$ cat config.mk
export PLATFORM = sky130hd
export DESIGN_NAME = mult_share_ctrl
export DESIGN_NICKNAME = d
export VERILOG_FILES = /design/src/rtl/mult_pkg.sv /design/src/rtl/rr_arbiter.sv /design/src/rtl/mult_share_ctrl.sv
export SDC_FILE = /design/constraint.sdc
export NUM_CORES = 1
export LEC_CHECK = 0
export BUFFER_PORTS_ARGS = -buffer_cell sky130_fd_sc_hd__buf_2
export CAP_MARGIN = 0
export CORE_MARGIN = 5
export CORE_UTILIZATION = 57
export CTS_CLUSTER_SIZE = 10
export DETAILED_ROUTE_END_ITERATION = 10
export GPL_TIMING_DRIVEN = 0
export PLACE_DENSITY = 0.83
export SLEW_MARGIN = 10
export SYNTH_ARGS = -nofsm -noshare
export SYNTH_HDL_FRONTEND = slang
export SYNTH_HIERARCHICAL = 1
export SYNTH_SLANG_ARGS = --single-unit
$ cat constraint.sdc
create_clock -name clock -period 6.05 [get_ports clock]
set_input_delay 1.21 -clock clock [delete_from_list [all_inputs] [get_ports clock]]
set_output_delay 1.21 -clock clock [all_outputs]
set_load 0.005 [all_outputs]
$ cat src/rtl/mult_pkg.sv
// Shared types and constants for the shared Booth multiplier controller.
package mult_pkg;

   typedef enum logic [1:0] {
      IDLE = 2'd0,
      RUN  = 2'd1,
      DONE = 2'd2
   } state_t;

   localparam int DEF_WIDTH   = 4;
   localparam int DEF_NUM_REQ = 4;

   // Bits needed to hold 0..n-1; never less than one bit.
   function automatic int clog2(input int n);
      int r;
      r = 1;
      for (int i = 1; i < 31; i++) begin
         if (n > (1 << i)) r = i + 1;
      end
      return r;
   endfunction

endpackage

$ cat src/rtl/rr_arbiter.sv
// Round-robin arbiter: grants the first set req bit at or above pointer,
// wrapping around. Purely combinational.
module rr_arbiter
   import mult_pkg::*;
#(
   parameter int  NUM_REQ = DEF_NUM_REQ,
   localparam int PW      = clog2(NUM_REQ)
) (
   input  logic [NUM_REQ-1:0] req,
   input  logic [PW-1:0]      pointer,
   output logic [NUM_REQ-1:0] grant
);

   int   idx;
   logic found;

   // Scan NUM_REQ positions starting at pointer; first hit wins.
   always_comb begin
      grant = '0;
      found = 1'b0;
      idx   = 0;
      for (int off = 0; off < NUM_REQ; off++) begin
         idx = int'(pointer) + off;
         if (idx >= NUM_REQ) idx = idx - NUM_REQ;
         if (!found && req[idx[PW-1:0]]) begin
            grant[idx[PW-1:0]] = 1'b1;
            found              = 1'b1;
         end
      end
   end

endmodule

$ cat src/rtl/mult_share_ctrl.sv
// One radix-2 Booth multiplier shared round-robin between NUM_REQ requesters.
// Optional build macro MULT_SHARE_ZERO_SKIP_EN: a zero operand at grant skips
// the Booth iterations and reports product 0 straight away.
//
// state | meaning
// IDLE  | waiting for a request; grants and latches operands
// RUN   | WIDTH Booth add/sub + arithmetic shift iterations
// DONE  | one cycle: publish product, pulse done, advance pointer
module mult_share_ctrl
   import mult_pkg::*;
#(
   parameter int  NUM_REQ = DEF_NUM_REQ,
   parameter int  WIDTH   = DEF_WIDTH,
   localparam int PW      = clog2(NUM_REQ),
   localparam int CW      = clog2(WIDTH)
) (
   input  logic                     clock,
   input  logic                     reset,
   input  logic [NUM_REQ-1:0]       req,
   input  logic [NUM_REQ*WIDTH-1:0] multiplicand,
   input  logic [NUM_REQ*WIDTH-1:0] multiplier,
   output logic [NUM_REQ-1:0]       grant,
   output logic                     busy,
   output logic                     done,
   output logic [2*WIDTH-1:0]       product
);

   state_t             state;
   logic [PW-1:0]      ptr;
   logic [PW-1:0]      gidx;
   logic [CW-1:0]      cnt;
   logic [WIDTH:0]     a_reg;
   logic [WIDTH:0]     m_reg;
   logic [WIDTH-1:0]   q_reg;
   logic               q_1;

   logic [NUM_REQ-1:0] arb_grant;
   logic [PW-1:0]      sel_idx;
   logic [WIDTH-1:0]   sel_mcand;
   logic [WIDTH-1:0]   sel_mplier;
   logic [WIDTH:0]     booth_sum;

   rr_arbiter #(.NUM_REQ(NUM_REQ)) u_arb (
      .req     (req),
      .pointer (ptr),
      .grant   (arb_grant)
   );

   // Encode the arbiter's one-hot choice and pick that requester's operands.
   always_comb begin
      sel_idx    = '0;
      sel_mcand  = '0;
      sel_mplier = '0;
      for (int i = 0; i < NUM_REQ; i++) begin
         if (arb_grant[i]) begin
            sel_idx    = PW'(i);
            sel_mcand  = multiplicand[i*WIDTH +: WIDTH];
            sel_mplier = multiplier[i*WIDTH +: WIDTH];
         end
      end
   end

   // Booth recoding of {Q[0], q_1}: 01 adds M, 10 subtracts M.
   always_comb begin
      case ({q_reg[0], q_1})
         2'b01:   booth_sum = a_reg + m_reg;
         2'b10:   booth_sum = a_reg - m_reg;
         default: booth_sum = a_reg;
      endcase
   end

   // Control FSM plus Booth datapath registers; all outputs registered.
   always_ff @(posedge clock) begin
      if (reset) begin
         state   <= IDLE;
         ptr     <= '0;
         gidx    <= '0;
         cnt     <= '0;
         a_reg   <= '0;
         m_reg   <= '0;
         q_reg   <= '0;
         q_1     <= 1'b0;
         grant   <= '0;
         busy    <= 1'b0;
         done    <= 1'b0;
         product <= '0;
      end else begin
         done <= 1'b0;
         case (state)
            IDLE: begin
               if (|arb_grant) begin
                  grant <= arb_grant;
                  gidx  <= sel_idx;
                  busy  <= 1'b1;
                  a_reg <= '0;
                  q_reg <= sel_mplier;
                  q_1   <= 1'b0;
                  m_reg <= {sel_mcand[WIDTH-1], sel_mcand};
                  cnt   <= '0;
`ifdef MULT_SHARE_ZERO_SKIP_EN
                  // Clearing Q makes {A,Q} read as zero in DONE.
                  if (sel_mcand == '0 || sel_mplier == '0) begin
                     q_reg <= '0;
                     state <= DONE;
                  end else begin
                     state <= RUN;
                  end
`else
                  state <= RUN;
`endif
               end else begin
                  busy <= 1'b0;
               end
            end
            RUN: begin
               a_reg <= {booth_sum[WIDTH], booth_sum[WIDTH:1]};
               q_reg <= {booth_sum[0], q_reg[WIDTH-1:1]};
               q_1   <= q_reg[0];
               if (cnt == CW'(WIDTH-1)) begin
                  cnt   <= '0;
                  state <= DONE;
               end else begin
                  cnt <= cnt + 1'b1;
               end
            end
            DONE: begin
               product <= {a_reg[WIDTH-1:0], q_reg};
               done    <= 1'b1;
               busy    <= 1'b1;
               ptr     <= (gidx == PW'(NUM_REQ-1)) ? '0 : gidx + 1'b1;
               state   <= IDLE;
            end
            default: state <= IDLE;
         endcase
      end
   end

endmodule

## After elaboration in Yosys (flattened, before gate mapping)

Index checks and enable logic that the tools add are counted.

- Flip-flop bits (word level): 36
- Input port bits: 38
- Output and inout bits: 14
- Word-level logic and storage cells: 118

- Add/subtract/negate cells: 11
- $lt $le $gt $ge: 12
- Equality and inequality tests: 8
- Mux-type cells: 55
- Bitwise gates (word level): 3
- Reduce and logical (&&, ||, !) cells: 17

Operators by type and width:

| cell | count |
|---|---|
| 4-bit 2-to-1 mux | 13 |
| 2-bit 2-to-1 mux | 11 |
| 5-bit one-hot mux with 2 select lines | 2 |
| 1-bit 2-to-1 mux | 15 |
| 2-bit by 3-bit less-than comparator with 1-bit output, second input constant | 4 |
| 4-bit OR | 3 |
| 3-bit >= comparator, second input constant | 3 |
| 1-bit binary-select mux with 2-bit select | 4 |
| 1-bit demux with 2-bit select | 4 |
| 2-bit == test, second input constant | 4 |
| 2-bit by 1-bit >= comparator with 1-bit output, second input constant | 4 |
| 2-bit one-hot mux with 2 select lines | 2 |
| 4-bit one-hot mux with 2 select lines | 1 |
| 2-bit by 1-bit subtractor with 2-bit output, second input constant | 4 |
| 1-bit logical AND | 7 |
| 2-bit by 2-bit adder with 3-bit output, second input constant | 2 |
| 2-bit AND reduction | 3 |
| 5-bit adder | 1 |
| 5-bit 2-to-1 mux | 1 |
| 5-bit subtractor | 1 |
| 2-bit by 1-bit adder with 2-bit output, second input constant | 2 |
| 2-bit by 1-bit == test with 1-bit output, second input constant | 2 |
| 2-bit != test, second input constant | 2 |
| 1-bit one-hot mux with 2 select lines | 2 |
| other kinds (6) | 9 |

## Depth between registers and ports, before layout

- Depth after elaboration: 20
- Depth in mapped cells: 12
- Gate-level depth less buffers: 11

## Cells and area by module

The synthesis kept the hierarchy.

Modules (own cells, without submodules):

| module | times used | cells each | area an instance (sq um) | sequential area each (sq um) |
|---|---|---|---|---|
| mult_share_ctrl | 1 | 221 | 1,800.5 | 700.7 |
| rr_arbiter | 1 | 36 | 337.8 | 0.0 |

## Worst setup path after synthesis

No wires, ideal clock.

- Path type: input -> register
- Start: input port req[3]
- End: register q_reg[3]
- Library setup time: 0.122 ns
- Arrival: 3.244 ns
- Data required time: 5.928 ns
- Slack: 2.685 ns
- Cell stages on the path: 11
- Buffers on the path: 2
- Cells stage by stage: mux4_2 -> buf_6 -> nor4b_4 -> nand2_1 -> o211ai_1 -> or2_4 -> buf_6 -> nor3_1 -> nor3_1 -> o21ai_0 -> o311a_1

- Elaborated cells between the ends (all ways): 33
- Classes of those cells: eq/ne: 1; mux: 21; bitwise: 3; reduce/logical: 8

RTL lines:

| what | line | text |
|---|---|---|
| start: declaration | mult_share_ctrl.sv:19 | `input logic [NUM_REQ-1:0] req,` |
| 1-bit binary-select mux with 2-bit select | rr_arbiter.sv:25 | `if (!found && req[idx[PW-1:0]]) begin` |
| 1-bit 2-to-1 mux (not written as such) | rr_arbiter.sv:25 |  |
| 1-bit 2-to-1 mux | rr_arbiter.sv:25 |  |
| 1-bit logical NOT | rr_arbiter.sv:25 |  |
| 1-bit logical AND | rr_arbiter.sv:25 |  |
| 1-bit 2-to-1 mux | rr_arbiter.sv:25 |  |
| 1-bit logical NOT | rr_arbiter.sv:25 |  |
| 1-bit logical AND | rr_arbiter.sv:25 |  |
| 1-bit 2-to-1 mux | rr_arbiter.sv:25 |  |
| 1-bit logical NOT | rr_arbiter.sv:25 |  |
| 1-bit logical AND | rr_arbiter.sv:25 |  |
| 4-bit 2-to-1 mux * | rr_arbiter.sv:25 |  |
| named net arb_grant[3] | mult_share_ctrl.sv:37 | `logic [NUM_REQ-1:0] arb_grant;` |
| 4-bit OR reduction / 4-bit 2-to-1 mux (equally long branches) | mult_share_ctrl.sv:91, mult_share_ctrl.sv:55 |  |
| 2-bit != test (no source line) / 4-bit 2-to-1 mux (equally long branches) | - |  |
| 2-bit AND reduction (no source line) / 4-bit one-hot mux with 2 select lines (equally long branches) | - |  |
| end signal: assignment | mult_share_ctrl.sv:96 | `q_reg <= sel_mplier;` |
| end signal: assignment | mult_share_ctrl.sv:117 | `q_reg <= {booth_sum[0], q_reg[WIDTH-1:1]};` |
| end: declaration | mult_share_ctrl.sv:34 | `logic [WIDTH-1:0] q_reg;` |

Mark *: on every way through the listed nets, which the timed path passes. The rest lies on a longest branch. The select of a mux whose other input is x is not followed.
A chain may end at the register's enable or synchronous reset.

## Final worst setup path

Ends and elaborated chain as after synthesis.

==> run metrics <==
drt first pass iters=4; slowest cell on the critical path=mux4_2; Worst-Skew Late Latency=0.29 ns; # IOs=52; maximum root-to-sink buffer count=2; number of flip-flops in the largest register=8; Worst Clk Skew=0.00492 ns; most common cell in the netlist=dfxtp_1; Critical Path Start Type=input port; Post-CTS Hold Buffers=0; clock sinks=35; post-synth top area share=32.8%; #FFs+latches synth=35; most frequent cells after synthesis=dfxtp_1 (35), nand2_1 (34), a21oi_1 (30); Synth async-reset ratio=0%; Tot GR Track Use=21.2%; P_leak=approximately 1.0 nW; r2r worst-path depth=12; placed wire-length estimate=4.07 mm; worst-margin pin slew=0.519 ns; initial antenna violation count=0; CTS root buffer=clkbuf_8; Filler cells=320; Net Count, Synth=310; DRT antenna net count=0; Max Cap Viol=0; Worst Setup Path Type=input port to register; Cell Rows=22; Hold Crit Class=register to register; Final setup viols=0; synthesized area per cell=8.32 um2; number of global-route vias before repair=a little under 2,000; hold depth=2; DRC=0; post-CTS setup buffer count=0; Synth area leader=dfxtp_1; layout cells sized above 1=about 24%; CTS tree=yes; final hold violations=0; CTS Buf Count=5; initial DRC count=145; Die Y=71.3 um; CTS H-tree depth=2; Vias=between 2,000 and 2,500; starting density of the core=58.4%; CP Data Arrival Time=between 3 and 4 ns; fin crit share=between 50% and 60%; Cell Chain, Critical Path=buf_2 -> mux4_2 -> buf_6 -> nor4b_4 -> nand2_1 -> o211ai_1 -> or2_4 -> buf_6 -> nor3_1 -> nor3_1 -> o21ai_0 -> o311a_1; Synth cell types=44; largest net degree at the start of global routing=14; Congestion Overflow GR=0; fmax=276 MHz; critical path's top delay family=simple AND/OR/NAND/NOR gates; Data required, critical path=6.24 ns; max incr delay on CP=between 0.4 and 0.5 ns; worst hold margin=about 0.45 ns; synthesized instance count=257; RSZ-0062 raised after global routing=no; sequential-to-total area share from yosys stat=32.8%; fin crit period=3.63 ns; Total Nets Final=367; drt total wl=roughly 5.2 mm; Worst Setup End Kind=register; Top FF cell, synth=dfxtp_1; Final Util=69.4%; GPL Wtd Cong=approximately 0.82; Resized cells post-CTS=0; Post-Syn Area=around 0.0021 mm2; Routed wire per std cell=roughly 14 um; outcome=completed; Core Footprint=about 0.0037 mm2; I/O Buffers=50; relative slew slack=between 60 and 70%; critical path peak fanout=10; Clock Pin Slew Worst Setup and Hold Paths=~0.08 ns; ANT cells=0; Synthesis Warnings=6; die area=0.00508 mm2; Area contributors post-synth=dfxtp_1 (33%), ha_1 (8.2%), a21oi_1 (7.0%); Pwr per Cell Area=244 mW/mm2; Peak VDD IR=about 0.16 mV; die width=71.3 um; Most flops, register=product; Area Overhead vs Synth=18.8%; Post-synth EDFFs=0; final total negative setup slack=0 ns; number of vias per cell=5.69; Final Max Slew Viols=0; Crit path depth=12; WP buf/inv=3; first-pass GRT wire length=between 8 and 9 mm
## final cells by class
class,count,area [um2],area share (%)
inverters,15,56.3,2.22
multi-input cells,191,1290,50.9
plain buffers,16,87.6,3.45
flip-flops and latches,35,701,27.6
repair buffers,50,250,9.85
clock inverters,3,23.8,0.935
well taps,48,60.1,2.36
clock buffers,5,68.8,2.71
## worst paths after layout
check,from,end,slack (ns)
worst max-delay path,req[3],q_reg[3]$_SDFFE_PP0P_,2.42
worst min-delay path,product[7]$_SDFFE_PP0P_,product[7]$_SDFFE_PP0P_,0.45
worst max register to register,ptr[0]$_SDFFE_PP0P_,q_reg[3]$_SDFFE_PP0P_,2.64
worst min register to register,product[7]$_SDFFE_PP0P_,product[7]$_SDFFE_PP0P_,0.45
## metal layers
layer | share of wire, % | global-route usage, % | vias up
met2 | 52 | 36.9 | 27
met1 | 43 | 25.4 | 992
met5 | 0 | 0 | -
li1 | - | - | 1033
met3 | 2.6 | 4.07 | 13
met4 | 2.8 | 8.77 | 0
## cell usage in the layout, fill, tap and decap left out, drive strengths merged, types with 4 or more instances in the layout
cell type | synthesis | layout
clkbuf | 8 | 13
a221oi | 9 | 9
buf | 8 | 58
nand2 | 34 | 34
nand3 | 5 | 5
a21o | 5 | 5
ha | 14 | 14
inv | 14 | 15
nand2b | 7 | 7
o211ai | 4 | 4
dfxtp | 35 | 35
nor3 | 14 | 14
nor2 | 23 | 23
a21oi | 30 | 30
o21ai | 4 | 4
mux4 | 4 | 4
o22ai | 8 | 8
## kinds of logic after synthesis
kind of cell               Yosys count  share of synthesized area (%)
and+or+nand+nor                     93                           20.9
AOI/OAI and AO/OA                   72                           22.8
DFF                                 35                           32.8
buffers and inverters               31                           6.73
adders and majority gates           15                           9.13
muxes                                7                           6.09
xor gates and xnor gates             4                           1.64
## where the power goes
group          switching (mW)  internal (mW)  total [mW]
Sequential             0.0164          0.247       0.263
Clock                  0.0942         0.0823       0.176
Combinational          0.0970         0.0836       0.181
Total                   0.208          0.413       0.620
## worst reg2reg max path: cells and delay by family (launching register included)
family                     cells  cell delay [ns]
buffers and inverters          2             0.28
adders and majority gates      1             0.35
and+or+nand+nor                5             1.13
muxes                          1             0.39
AOI/OAI and AO/OA              3             0.61
DFF                            1             0.55
## through the flow
| stage | total power [mW] | cell area (um2) | setup WS (ns) | cells |
|---|---|---|---|---|
| 6_report | 0.620 | 2540 | 2.42 | 363 |
| 5_1_grt | 0.659 | 2540 | 2.28 | 363 |
| 4_1_cts | 0.622 | 2540 | 2.45 | 363 |
| 3_5_place_dp | 0.448 | 2450 | 2.15 | 355 |
| 3_3_place_gp | 0.443 | 2450 | 2.22 | 355 |
| 2_1_floorplan | 0.399 | 2140 | 2.68 | 257 |
Power figures use the tool's default switching activity.
